`config.mk`:
```
export PLATFORM = sky130hd
export DESIGN_NAME = multicycle_ctrl
export DESIGN_NICKNAME = d
export VERILOG_FILES = /design/src/rtl/multicycle_ctrl.sv
export SDC_FILE = /design/constraint.sdc
export NUM_CORES = 1
export LEC_CHECK = 0
export CAP_MARGIN = 20
export CORE_MARGIN = 2
export CORE_UTILIZATION = 30
export CTS_BUF_LIST = sky130_fd_sc_hd__clkbuf_4
export DETAILED_ROUTE_END_ITERATION = 16
export PLACE_DENSITY = 0.79
export SYNTH_ARGS = -nofsm -noshare
export SYNTH_HDL_FRONTEND = slang
export SYNTH_SLANG_ARGS = --single-unit
```
`constraint.sdc`:
```
create_clock -name clk -period 1.5 [get_ports clk]
set_input_delay 0.15 -clock clk [delete_from_list [all_inputs] [get_ports clk]]
set_output_delay 0.15 -clock clk [all_outputs]
set_load 0.1 [all_outputs]
```
`src/rtl/multicycle_ctrl.sv`:
```
// Multi-cycle control FSM for the MIPS-subset datapath: sequences each instruction
// through FETCH/DECODE/EXEC/MEM/WB states and drives ALU encodings, enables and selects.
module multicycle_ctrl #(
    parameter int IMEM_WAIT = 0
) (
    input  logic        clk,
    input  logic        reset,
    input  logic [31:0] in_instr,
    input  logic        in_zero,
    output logic [1:0]  out_alu_option,
    output logic        out_alu_src,
    output logic [1:0]  out_ext_op,
    output logic        out_pc_write,
    output logic [1:0]  out_pc_src,
    output logic        out_ir_write,
    output logic        out_grf_write,
    output logic        out_reg_dst,
    output logic        out_mem_to_reg,
    output logic        out_dm_write,
    output logic        out_illegal,
    output logic        out_retire,
    output logic [3:0]  out_state
);

    localparam logic [3:0] S_FETCH  = 4'd0;
    localparam logic [3:0] S_DECODE = 4'd1;
    localparam logic [3:0] S_EXEC   = 4'd2;
    localparam logic [3:0] S_ALUWB  = 4'd3;
    localparam logic [3:0] S_MEMADR = 4'd4;
    localparam logic [3:0] S_MEMRD  = 4'd5;
    localparam logic [3:0] S_MEMWB  = 4'd6;
    localparam logic [3:0] S_MEMWR  = 4'd7;
    localparam logic [3:0] S_BRANCH = 4'd8;
    localparam logic [3:0] S_JUMP   = 4'd9;

    localparam logic [3:0] WAIT_MAX = 4'(IMEM_WAIT);

    logic [3:0] r_state;
    logic [3:0] r_wait;
    logic [3:0] w_next;

    logic [5:0] w_op;
    logic [5:0] w_fn;
    logic       w_is_r, w_addu, w_subu, w_ori, w_lw, w_sw, w_beq, w_lui, w_j;
    logic       w_nop, w_alu_grp, w_legal, w_capture;

    assign w_op      = in_instr[31:26];
    assign w_fn      = in_instr[5:0];
    assign w_is_r    = (w_op == 6'b000000);
    assign w_addu    = w_is_r && (w_fn == 6'b100001);
    assign w_subu    = w_is_r && (w_fn == 6'b100011);
    assign w_ori     = (w_op == 6'b001101);
    assign w_lw      = (w_op == 6'b100011);
    assign w_sw      = (w_op == 6'b101011);
    assign w_beq     = (w_op == 6'b000100);
    assign w_lui     = (w_op == 6'b001111);
    assign w_j       = (w_op == 6'b000010);
    assign w_nop     = (in_instr == 32'h0000_0000);
    assign w_alu_grp = w_addu || w_subu || w_ori || w_lui;
    assign w_legal   = w_alu_grp || w_lw || w_sw || w_beq || w_j;
    assign w_capture = (r_wait == WAIT_MAX);
    assign out_state = r_state;

    // State register and FETCH stall counter; the counter is zero whenever FETCH is entered.
    always_ff @(posedge clk) begin
        if (reset) begin
            r_state <= S_FETCH;
            r_wait  <= 4'd0;
        end else begin
            r_state <= w_next;
            if ((r_state == S_FETCH) && !w_capture) begin
                r_wait <= r_wait + 4'd1;
            end else begin
                r_wait <= 4'd0;
            end
        end
    end

    // Next-state selection.
    always_comb begin
        w_next = S_FETCH;
        case (r_state)
            S_FETCH:  w_next = w_capture ? S_DECODE : S_FETCH;
            S_DECODE: begin
                if (w_nop) begin
                    w_next = S_FETCH;
                end else if (w_alu_grp) begin
                    w_next = S_EXEC;
                end else if (w_lw || w_sw) begin
                    w_next = S_MEMADR;
                end else if (w_beq) begin
                    w_next = S_BRANCH;
                end else if (w_j) begin
                    w_next = S_JUMP;
                end else begin
                    w_next = S_FETCH;
                end
            end
            S_EXEC:   w_next = S_ALUWB;
            S_MEMADR: w_next = w_lw ? S_MEMRD : (w_sw ? S_MEMWR : S_FETCH);
            S_MEMRD:  w_next = S_MEMWB;
            default:  w_next = S_FETCH;
        endcase
    end

    // Moore outputs; reset forces every enable and select to its idle value.
    always_comb begin
        out_alu_option = 2'b00;
        out_alu_src    = 1'b0;
        out_ext_op     = 2'b00;
        out_pc_write   = 1'b0;
        out_pc_src     = 2'b00;
        out_ir_write   = 1'b0;
        out_grf_write  = 1'b0;
        out_reg_dst    = 1'b0;
        out_mem_to_reg = 1'b0;
        out_dm_write   = 1'b0;
        out_illegal    = 1'b0;
        out_retire     = 1'b0;
        case (r_state)
            S_FETCH: begin
                if (w_capture) begin
                    out_ir_write = 1'b1;
                    out_pc_write = 1'b1;
                end else begin
                    out_ir_write = 1'b0;
                end
            end
            S_DECODE: begin
                if (w_nop) begin
                    out_retire = 1'b1;
                end else if (!w_legal) begin
                    out_illegal = 1'b1;
                    out_retire  = 1'b1;
                end else begin
                    out_retire = 1'b0;
                end
            end
            S_EXEC, S_ALUWB: begin
                if (w_subu) begin
                    out_alu_option = 2'b01;
                end else if (w_ori || w_lui) begin
                    out_alu_option = 2'b10;
                    out_alu_src    = 1'b1;
                    out_ext_op     = w_lui ? 2'b10 : 2'b00;
                end else begin
                    out_alu_option = 2'b00;
                end
                if (r_state == S_ALUWB) begin
                    out_grf_write = 1'b1;
                    out_reg_dst   = w_is_r;
                    out_retire    = 1'b1;
                end else begin
                    out_retire = 1'b0;
                end
            end
            S_MEMADR, S_MEMRD, S_MEMWR: begin
                out_alu_src = 1'b1;
                out_ext_op  = 2'b01;
                if (r_state == S_MEMWR) begin
                    out_dm_write = 1'b1;
                    out_retire   = 1'b1;
                end else begin
                    out_dm_write = 1'b0;
                end
            end
            S_MEMWB: begin
                out_grf_write  = 1'b1;
                out_mem_to_reg = 1'b1;
                out_retire     = 1'b1;
            end
            S_BRANCH: begin
                out_alu_option = 2'b01;
                out_ext_op     = 2'b01;
                out_pc_src     = 2'b01;
                out_pc_write   = in_zero;
                out_retire     = 1'b1;
            end
            S_JUMP: begin
                out_pc_src   = 2'b10;
                out_pc_write = 1'b1;
                out_retire   = 1'b1;
            end
            default: out_retire = 1'b0;
        endcase
        if (reset) begin
            out_alu_option = 2'b00;
            out_alu_src    = 1'b0;
            out_ext_op     = 2'b00;
            out_pc_write   = 1'b0;
            out_pc_src     = 2'b00;
            out_ir_write   = 1'b0;
            out_grf_write  = 1'b0;
            out_reg_dst    = 1'b0;
            out_mem_to_reg = 1'b0;
            out_dm_write   = 1'b0;
            out_illegal    = 1'b0;
            out_retire     = 1'b0;
        end else begin
            out_retire = out_retire;
        end
    end

endmodule

```
==> metrics.yaml <==
outcome:
  outcome: "complete, but fails checks"
  violations: "negative setup slack"
sta:
  worst_slew_pin_slew_ns: 0.356
  final-setup-viol-count: 15
  min_period_ns: 1.88
  fin_skew_ns: 0.0120
  timing.final.crit_share: 1.25
  slew_violations: 0
  rsz0062_at_grt: "true"
  hold_ws_ns: 0.261
  fmax_mhz: 531
  fin_setup_tns_ns: -3.10
  slew_headroom: 0.761
  finalHoldViolations: 0
  setup_ws_ns: -0.382
clock_tree:
  htreeDepth: 1
  holdBufCountCts: 0
  clk_pin_slew_worst_paths_ns: 0.07
  cts.path.max_buffers: 2
  cts_tree: "done"
  cts-root-buf: "clkbuf_4"
  cts_buffers: 3
  insertion_delay_ns: 0.28
  cts_sinks: 8
floorplanning:
  die_y_um: 53.6
  row_count: 17
  start_util: 0.324
  core-area_mm2: 0.00228
  die_x_um: 53.6
  io_pins: 54
  die-area_mm2: 0.00287
power:
  p_leak_nw: 0.840
  finalPower_uw: 828
  powerDensity_mw_per_mm2: 391
  peakVddDrop_mv: 0.509
cells_and_area:
  num_antenna_cells: 0
  final_core_util: 0.931
  nFillCells: 66
  layout-drive-gt1-share: 0.617
  final_common_cell: "buf_4"
  finalNetCount: 234
  final_cell_mix: "buf_4 (34), buf_12 (20), dlygate4sd2_1 (18)"
  syn_to_final_growth_pct: 188
  finalInstanceArea_mm2: 0.00212
  layout.cells.non_filler: 224
critical_path:
  crit_chain: "or4_1 -> o211ai_1 -> buf_12"
  crit_buf_inv: 1
  rr_worst_depth: 6
  r2r-start: "out_state[1]"
  cp.depth: 3
  startpoint_type: "flop"
  worst_path_max_delay_cell: "or4_1"
  critPathLaunch: "out_state[1]"
  cp-end-kind: "output pin"
  path_max_fanout: 3
  cp_data_arrival_time_ns: 1.73
  required_ns: 1.35
  slowest_delay_ns: 0.58
  cp-endpoint: "out_retire"
  r2r_slack_ns: 0.04
  r2r-end: "r_wait[2]"
  crit_family: "simple AND/OR/NAND/NOR gates"
  path_class: "flop to output pin"
routing:
  routed_wl_mm: 5.02
  routed-via-count: 1327
  drtPass1Iterations: 4
  drc: 0
  final_antenna_net_count: 0
  routed_via_density: 5.92
  post_drt_wl_per_cell_um: 22.4
  drtIter0Drc: 63
hold_path:
  hold_depth: 3
  hp-class: "primary input to flop"
place:
  portBuffers: 53
  placedInstanceArea_mm2: 0.00185
  pre_cts_slack_ns: -0.420
  dpl.hpwl_mm: 2.64
  gp_congestion: 0.822
  dp.cells: 205
synthesis:
  yosysTopAreaCell: "dfxtp_1"
  syn_area_um2: 737
  synth_area_leaders: "dfxtp_1 (22%), nor2_1 (9.7%), nor3_1 (4.8%)"
  yosysSeqAreaShare: 0.217
  synth_top_area_frac: 0.217
  synth.distinct_cells: 38
  avgSynthCellArea_um2: 7.23
  yosysWarnings: 0
  syn_nets: 139
  ys_seq_elements: 8
  netlist_instances: 102
global_route:
  overflow: 0
  grt_max_degree: 11
  first_global_vias: 1299
  grt_usage: 0.332
  antenna_found_initial: 0
  grt_pass1_wl_mm: 6.63
flow_run:
  maxCapViolations: 0
sequential cells by signal (all words and copies together), names as in the netlist:
| name | cells |
|---|---|
| out_state | 4 |
| r_wait | 4 |
worst register-to-register path, cell delays in order (launching register included):
cell and delay [ns]:
dfxtp_4 0.34, buf_4 0.19, nor3_4 0.24, buf_6 0.15, nand2_1 0.06, or2_1 0.27
nor2_1 0.13
cells in the mapped netlist:
cell type / instances
a31oi_1: 1
a21oi_1: 1
nand4b_1: 1
nor3_1: 7
or2_1: 1
inv_1: 4
o21ai_0: 3
o2111ai_1: 1
inv_2: 2
and3_1: 2
nor3_2: 1
a31o_1: 1
nand4_1: 3
buf_2: 4
xnor2_1: 3
nand4_2: 1
nor4_4: 1
nand3_1: 5
ha_1: 2
dfxtp_1: 8
nor2_1: 19
xor2_1: 1
o22ai_1: 1
or4_1: 1
nor4_1: 5
or3b_4: 1
nand2b_1: 2
and4_1: 1
o21ai_1: 2
a21boi_1: 2
nor3b_1: 1
nor4b_1: 1
mux2i_1: 1
o211ai_1: 3
o41a_1: 1
nand2_1: 6
a2111oi_2: 1
o22a_1: 1
worst min path at each step:
stage | from | end | slack [ns]
2_1_floorplan | reset | out_state[2] | 0.21
3_3_place_gp | r_wait[0] | r_wait[0] | 0.44
3_5_place_dp | r_wait[0] | r_wait[0] | 0.47
4_1_cts | in_instr[27] | out_state[0] | 0.24
5_1_grt | in_instr[27] | out_state[0] | 0.29
6_report | in_instr[27] | out_state[0] | 0.26
cell type report:
cell class	count	area, µm²	area share
flip-flops and latches	8	178	0.0838
repair buffers	94	1030	0.486
well taps	28	35.0	0.0165
inverters	6	32.5	0.0153
clock buffers	4	30.0	0.0142
multi-input cells	84	813	0.384
per-layer routing:
layer / vias to the layer above / track usage / part of all wire
met1: 634 / 0.352 / 0.35
met2: 93 / 0.621 / 0.53
li1: 568 / - / -
met5: - / 0 / 0
met4: 0 / 0.162 / 0.066
met3: 32 / 0.0611 / 0.063
power by group:
part           leakage (nW)  switching (mW)  total [mW]  internal (mW)
logic                 0.753           0.218       0.400          0.181
clock network        0.0184          0.0916       0.212          0.121
registers            0.0687         0.00608       0.216          0.210
repair_timing:
item / in CTS / in global routing
hold endpoints to repair: 0 / 0
setup endpoints to repair: 15 / 15
buffers inserted: 12 / 4
resized for setup: 70 / 9
pin swaps: 29 / 11
cell families after synthesis:
| kind of cell | Yosys count | share of synthesized area |
|---|---|---|
| AND/OR/NAND/NOR | 59 | 0.450 |
| AO/OA/AOI/OAI | 18 | 0.180 |
| buffers and inverters | 10 | 0.0577 |
| flip-flops | 8 | 0.217 |
| XOR/XNOR | 4 | 0.0475 |
| adder cells (fa/ha/maj) | 2 | 0.0340 |
| multiplexers | 1 | 0.0136 |
Note: power is estimated with default switching activity, not from simulation.
